### src/rtl/cdc_2phase_pkg.sv
// Shared definitions for the 2-phase CDC transmitter.
//   state_e         : handshake FSM state encoding
//   MIN_SYNC_STAGES : smallest synchroniser depth that is accepted
package cdc_2phase_pkg;

  typedef enum logic [1:0] {
    IDLE  = 2'd0,
    WAIT  = 2'd1,
    DRAIN = 2'd2
  } state_e;

  localparam int unsigned MIN_SYNC_STAGES = 2;

endpackage

### src/rtl/cdc_2phase_tx_sync.sv
// Multi-flop synchroniser for a single asynchronous bit.
// Ports:
//   clk_i  : destination clock
//   rst_ni : asynchronous active-low reset, loads RST_VAL into every stage
//   d_i    : asynchronous input bit
//   q_o    : synchronised output (last stage)
module cdc_2phase_tx_sync #(
  parameter int unsigned STAGES  = 2,
  parameter logic        RST_VAL = 1'b0
) (
  input  logic clk_i,
  input  logic rst_ni,
  input  logic d_i,
  output logic q_o
);

  logic [STAGES-1:0] r_sync;

  // Shift the asynchronous bit through the synchroniser chain.
  always_ff @(posedge clk_i or negedge rst_ni) begin
    if (!rst_ni) begin
      r_sync <= {STAGES{RST_VAL}};
    end else begin
      r_sync <= {r_sync[STAGES-2:0], d_i};
    end
  end

  assign q_o = r_sync[STAGES-1];

endmodule

### src/rtl/cdc_2phase_tx.sv
// Transmit side of a 2-phase (toggle) clock-domain-crossing handshake.
// A stream word is captured into a register and announced by toggling the
// request line; the word is held until the far side toggles the acknowledge
// to the same level.
// Ports:
//   clk_i        : clock
//   rst_ni       : asynchronous active-low reset
//   clr_i        : synchronous clear (counter clear / abort new transfers)
//   src_data_i   : stream payload
//   src_valid_i  : stream valid
//   src_ready_o  : stream ready (word accepted when valid && ready)
//   async_req_o  : 2-phase request, one toggle per word
//   async_data_o : registered payload, stable while a request is outstanding
//   async_ack_i  : 2-phase acknowledge from the far clock domain
//   busy_o       : a request is outstanding
//   xfer_cnt_o   : number of completed transfers (wraps)
module cdc_2phase_tx
  import cdc_2phase_pkg::*;
#(
  parameter type         T           = logic,
  parameter int unsigned SYNC_STAGES = 2,
  parameter int unsigned CNT_WIDTH   = 16
) (
  input  logic                 clk_i,
  input  logic                 rst_ni,
  input  logic                 clr_i,
  input  T                     src_data_i,
  input  logic                 src_valid_i,
  output logic                 src_ready_o,
  output logic                 async_req_o,
  output T                     async_data_o,
  input  logic                 async_ack_i,
  output logic                 busy_o,
  output logic [CNT_WIDTH-1:0] xfer_cnt_o
);

  // A one-stage synchroniser is not metastability-safe, so clamp the depth.
  localparam int unsigned SYNC_DEPTH =
    (SYNC_STAGES < MIN_SYNC_STAGES) ? MIN_SYNC_STAGES : SYNC_STAGES;

  state_e               r_state;
  state_e               w_state_next;
  logic                 r_req;
  T                     r_data;
  logic [CNT_WIDTH-1:0] r_cnt;
  logic [CNT_WIDTH-1:0] w_cnt_next;
  logic                 w_ack_sync;
  logic                 w_ack_match;
  logic                 w_load;
  logic                 w_cnt_clr;
  logic                 w_cnt_inc;

  cdc_2phase_tx_sync #(
    .STAGES  (SYNC_DEPTH),
    .RST_VAL (1'b0)
  ) u_ack_sync (
    .clk_i  (clk_i),
    .rst_ni (rst_ni),
    .d_i    (async_ack_i),
    .q_o    (w_ack_sync)
  );

  // The far side has consumed the word once its ack level equals our req level.
  assign w_ack_match = (w_ack_sync == r_req);

  // Next-state, load and counter-control decode.
  always_comb begin
    w_state_next = r_state;
    w_load       = 1'b0;
    w_cnt_clr    = 1'b0;
    w_cnt_inc    = 1'b0;
    case (r_state)
      IDLE: begin
        // Acks seen here belong to nothing outstanding and are ignored.
        if (clr_i) begin
          w_cnt_clr = 1'b1;
        end else if (src_valid_i) begin
          w_load       = 1'b1;
          w_state_next = WAIT;
        end else begin
          w_state_next = IDLE;
        end
      end
      WAIT: begin
        // The toggle is already on the wire, so a clear must wait for its ack.
        if (clr_i) begin
          w_state_next = DRAIN;
        end else if (w_ack_match) begin
          w_state_next = IDLE;
          w_cnt_inc    = 1'b1;
        end else begin
          w_state_next = WAIT;
        end
      end
      DRAIN: begin
        if (w_ack_match) begin
          w_state_next = IDLE;
          w_cnt_clr    = 1'b1;
        end else begin
          w_state_next = DRAIN;
        end
      end
      default: begin
        w_state_next = IDLE;
      end
    endcase
  end

  // Counter next value; a clear wins over an increment on the same edge.
  always_comb begin
    w_cnt_next = r_cnt;
    if (w_cnt_clr) begin
      w_cnt_next = '0;
    end else if (w_cnt_inc) begin
      w_cnt_next = r_cnt + CNT_WIDTH'(1);
    end else begin
      w_cnt_next = r_cnt;
    end
  end

  // FSM state register.
  always_ff @(posedge clk_i or negedge rst_ni) begin
    if (!rst_ni) begin
      r_state <= IDLE;
    end else begin
      r_state <= w_state_next;
    end
  end

  // Request toggle and payload capture, only on acceptance in IDLE.
  always_ff @(posedge clk_i or negedge rst_ni) begin
    if (!rst_ni) begin
      r_req  <= 1'b0;
      r_data <= '0;
    end else if (w_load) begin
      r_req  <= ~r_req;
      r_data <= src_data_i;
    end else begin
      r_req  <= r_req;
      r_data <= r_data;
    end
  end

  // Completed-transfer counter.
  always_ff @(posedge clk_i or negedge rst_ni) begin
    if (!rst_ni) begin
      r_cnt <= '0;
    end else begin
      r_cnt <= w_cnt_next;
    end
  end

  assign src_ready_o  = (r_state == IDLE) && !clr_i;
  assign async_req_o  = r_req;
  assign async_data_o = r_data;
  assign busy_o       = (r_state != IDLE);
  assign xfer_cnt_o   = r_cnt;

endmodule

### config.mk
export PLATFORM = sky130hd
export DESIGN_NAME = cdc_2phase_tx
export DESIGN_NICKNAME = d
export VERILOG_FILES = /design/src/rtl/cdc_2phase_pkg.sv /design/src/rtl/cdc_2phase_tx_sync.sv /design/src/rtl/cdc_2phase_tx.sv
export SDC_FILE = /design/constraint.sdc
export NUM_CORES = 1
export LEC_CHECK = 0
export CORE_MARGIN = 2
export CORE_UTILIZATION = 35
export CTS_CLUSTER_DIAMETER = 120
export DETAILED_ROUTE_END_ITERATION = 10
export MAX_ROUTING_LAYER = met4
export PLACE_DENSITY = 0.57
export SLEW_MARGIN = 15
export SYNTH_ARGS = -nofsm -noshare
export SYNTH_HDL_FRONTEND = slang
export SYNTH_SLANG_ARGS = --single-unit
### constraint.sdc
create_clock -name clk_i -period 3.24 [get_ports clk_i]
set_input_delay 0.324 -clock clk_i [delete_from_list [all_inputs] [get_ports clk_i]]
set_output_delay 0.324 -clock clk_i [all_outputs]
set_load 0.02 [all_outputs]
==> impl_metrics.py <==
metrics = {
    "drt": {
        "dr.first_iter.drc_count": 23,
        "firstDrtPassIters": 4,
        "num_vias": 861,
        "drc": 0,
        "avgViaCountPerCell": 4.98,
        "final_antenna_net_count": 0,
        "detail_route.wl_per_cell_microns": 13.1,
        "wirelength_mm": 2.27,
    },
    "floorplan": {
        "die_h_microns": 60.4,
        "fp.dieW_microns": 60.4,
        "start_util_pct": 36.5,
        "core_area_sq_um": 3050,
        "row_count": 20,
        "design.die.area_sq_um": 3650,
        "io_pins": 26,
    },
    "worst_setup_path": {
        "rrSetupSlack_ps": 1240,
        "r2r.worst_path.cells": 4,
        "required_ps": 2920,
        "worstSetupEndpointType": "output pin",
        "critPathArrivalTime_ps": 1820,
        "r2r_start": "async_req_o",
        "path_max_fanout": 11,
        "r2r-end": "xfer_cnt_o[15]",
        "path_class": "reg2out",
        "cp-start-kind": "register",
    },
    "yosys": {
        "synth.area.mux_share_pct": 2.92,
        "syn_nets": 112,
        "synth_top_family_by_area": "simple AND/OR/NAND/NOR gates",
        "synth_area_leaders": "dfrtp_1 49%, xor2_1 6.3%, nor2_1 3.4%",
        "yosys_register_bits": 22,
        "syn_area_sq_um": 1110,
        "synth-edff-count": 0,
        "synth_ff_type": "dfrtp_1",
        "yosys.area_share.simple_pct": 26.9,
        "synthXorXnorAreaFrac_pct": 7.74,
        "yosys.area_share.adder_pct": 1.12,
        "ys_seq_area_share_pct": 49.4,
        "synth_top_area_cell": "dfrtp_1",
        "yosys.area.top_type_share_pct": 49.4,
        "synth_cell_types": 35,
        "yosysWarnings": 0,
        "syn_avg_cell_area_sq_um": 10.6,
        "synth_cells": 105,
        "synth_compound_area_share_pct": 9.09,
        "synth-async-reset-ratio_pct": 100,
    },
    "clocking": {
        "root_buffer": "clkbuf_4",
        "cts.clk_slew.worst_paths_ps": 110,
        "post_cts_resized": 0,
        "insertion_delay_ps": 300,
        "hold_buffers": 0,
        "cts_tree": "built",
        "post_cts_buffers": 0,
        "cts_made_buffers": 3,
        "cts_max_level": 1,
        "cts_buffer_depth": 2,
        "cts.sinks": 22,
    },
    "place": {
        "placed_cells": 170,
        "place_congestion": 0.743,
        "io_buffers": 25,
        "hpwl_mm": 1.59,
    },
    "sta": {
        "finalHoldViolations": 0,
        "slew_headroom_pct": 33.9,
        "fin_skew_ps": 0.839,
        "setup_viol": 0,
        "rsz0062_at_grt": "false",
        "fin_crit_ps": 2140,
        "maxSlewViolCount": 0,
        "period_share_pct": 66.1,
        "fmax_mhz": 467,
        "worst_pin_slew_ps": 989,
        "finalSetupTns_ps": 0,
    },
    "final_layout": {
        "fin_util_pct": 46.5,
        "drive_above_1_share_pct": 11.6,
        "syn_to_final_growth_pct": 27.3,
        "nets": 138,
        "fillers": 314,
        "multi_input_area_sq_um": 533,
        "num_antenna_cells": 0,
        "regArea_sq_um": 551,
        "stdcell_count": 173,
    },
    "global_route": {
        "antenna_found_initial": 0,
        "track_usage_pct": 14.6,
        "grt_max_degree": 23,
        "grt.overflow.total": 0,
        "grt_pass1_vias": 833,
        "grt_pass1_wl_mm": 3.82,
    },
    "power_and_ir_drop": {
        "p_leak_uw": 0.000599,
        "total_power_uw": 676,
        "ir_drop_v": 0.000185,
        "cellPowerDensity_nw_per_um2": 477,
    },
    "job": {
        "maxCapViolCount": 0,
    },
    "worst_hold_path": {
        "worstHoldStart": "u_ack_sync.r_sync[0]",
        "worstHoldEndpoint": "u_ack_sync.r_sync[1]",
        "hold_depth": 0,
        "hold_path.class": "reg2reg",
    },
    "outcome": {
        "outcome": "finished, final reports clean",
    },
}
-- worst max-delay path by stage --
stage	from	endpoint	slack (ps)	cells after the start
floorplan	r_state[0]	async_data_o	1490	4
global route	r_state[0]	src_ready_o	1030	2
CTS	r_state[0]	src_ready_o	1110	2
detailed placement	clr_i	xfer_cnt_o[15]	1080	5
global placement	clr_i	xfer_cnt_o[15]	1150	5
finish	r_state[0]	src_ready_o	1100	2
-- flip-flops by register name, indices dropped and copies added (netlist names) --
register and count:
r_state 2, async_req_o 1, u_ack_sync.r_sync 2, async_data_o 1, xfer_cnt_o 16
-- report_power, final --
part,internal (uW),switching [uW]
Combinational,93.3,125
Clock,43.3,77.8
Sequential,299,38.1
Total,436,240
-- metrics by stage --
| step | hold slack, ps | setup slack [ps] | area [sq um] |
|---|---|---|---|
| 2_1_floorplan | 28.4 | 1490 | 1110 |
| 3_3_place_gp | 334 | 1150 | 1400 |
| 3_5_place_dp | 340 | 1080 | 1400 |
| 4_1_cts | 368 | 1110 | 1420 |
| 5_1_grt | 383 | 1030 | 1420 |
| 6_report | 368 | 1100 | 1420 |
-- cell type report --
class                   instances  area share, %
multi-input cells              77           37.6
repair buffers                 25           17.6
inverters                       2          0.529
flip-flops and latches         22           38.8
well taps                      44           3.88
clock buffers                   3           1.59
-- layer usage --
layer	vias up	track usage (%)	share of wire, %
met1	411	20.3	51
met5	-	-	0
met4	0	6.52	0.92
met3	2	1.92	3.1
met2	14	21.3	45
li1	434	-	-
-- synthesized netlist by cell type (3+ instances only) --
library cell and number:
nand2_1 7, dfrtp_1 22, nand3_1 4, or4_1 3, nor2_1 10, xor2_1 8, o211ai_1 3, nand4_1 5
a21oi_1 4, o21ai_0 4
-- layout by cell type, fill, tap and decap left out, types with 2 or more instances in the layout --
cell type        instances
a21oi_1                  4
and2_1                   2
and3_1                   2
and4bb_2                 2
clkbuf_4                 3
clkdlybuf4s50_1         25
dfrtp_1                 22
inv_1                    2
mux2_2                   2
nand2_1                  7
nand3_1                  4
nand4_1                  5
nor2_1                  10
nor3_1                   2
nor3b_1                  2
o211ai_1                 3
o21ai_0                  4
o31ai_1                  2
or3_2                    2
or4_1                    3
xor2_1                   8
-- worst max-delay path: stages, from the launching register on --
cell and delay [ps]:
dfrtp_1 500, nor3_1 340, clkdlybuf4s50_1 680
-- cells by family after synthesis --
logic type      after synthesis
compound gates               16
xor+xnor                      9
fa+ha+maj                     1
buf+inv                       6
flops                        22
mux                           3
simple gates                 48
(Power assumes the default switching activity.)
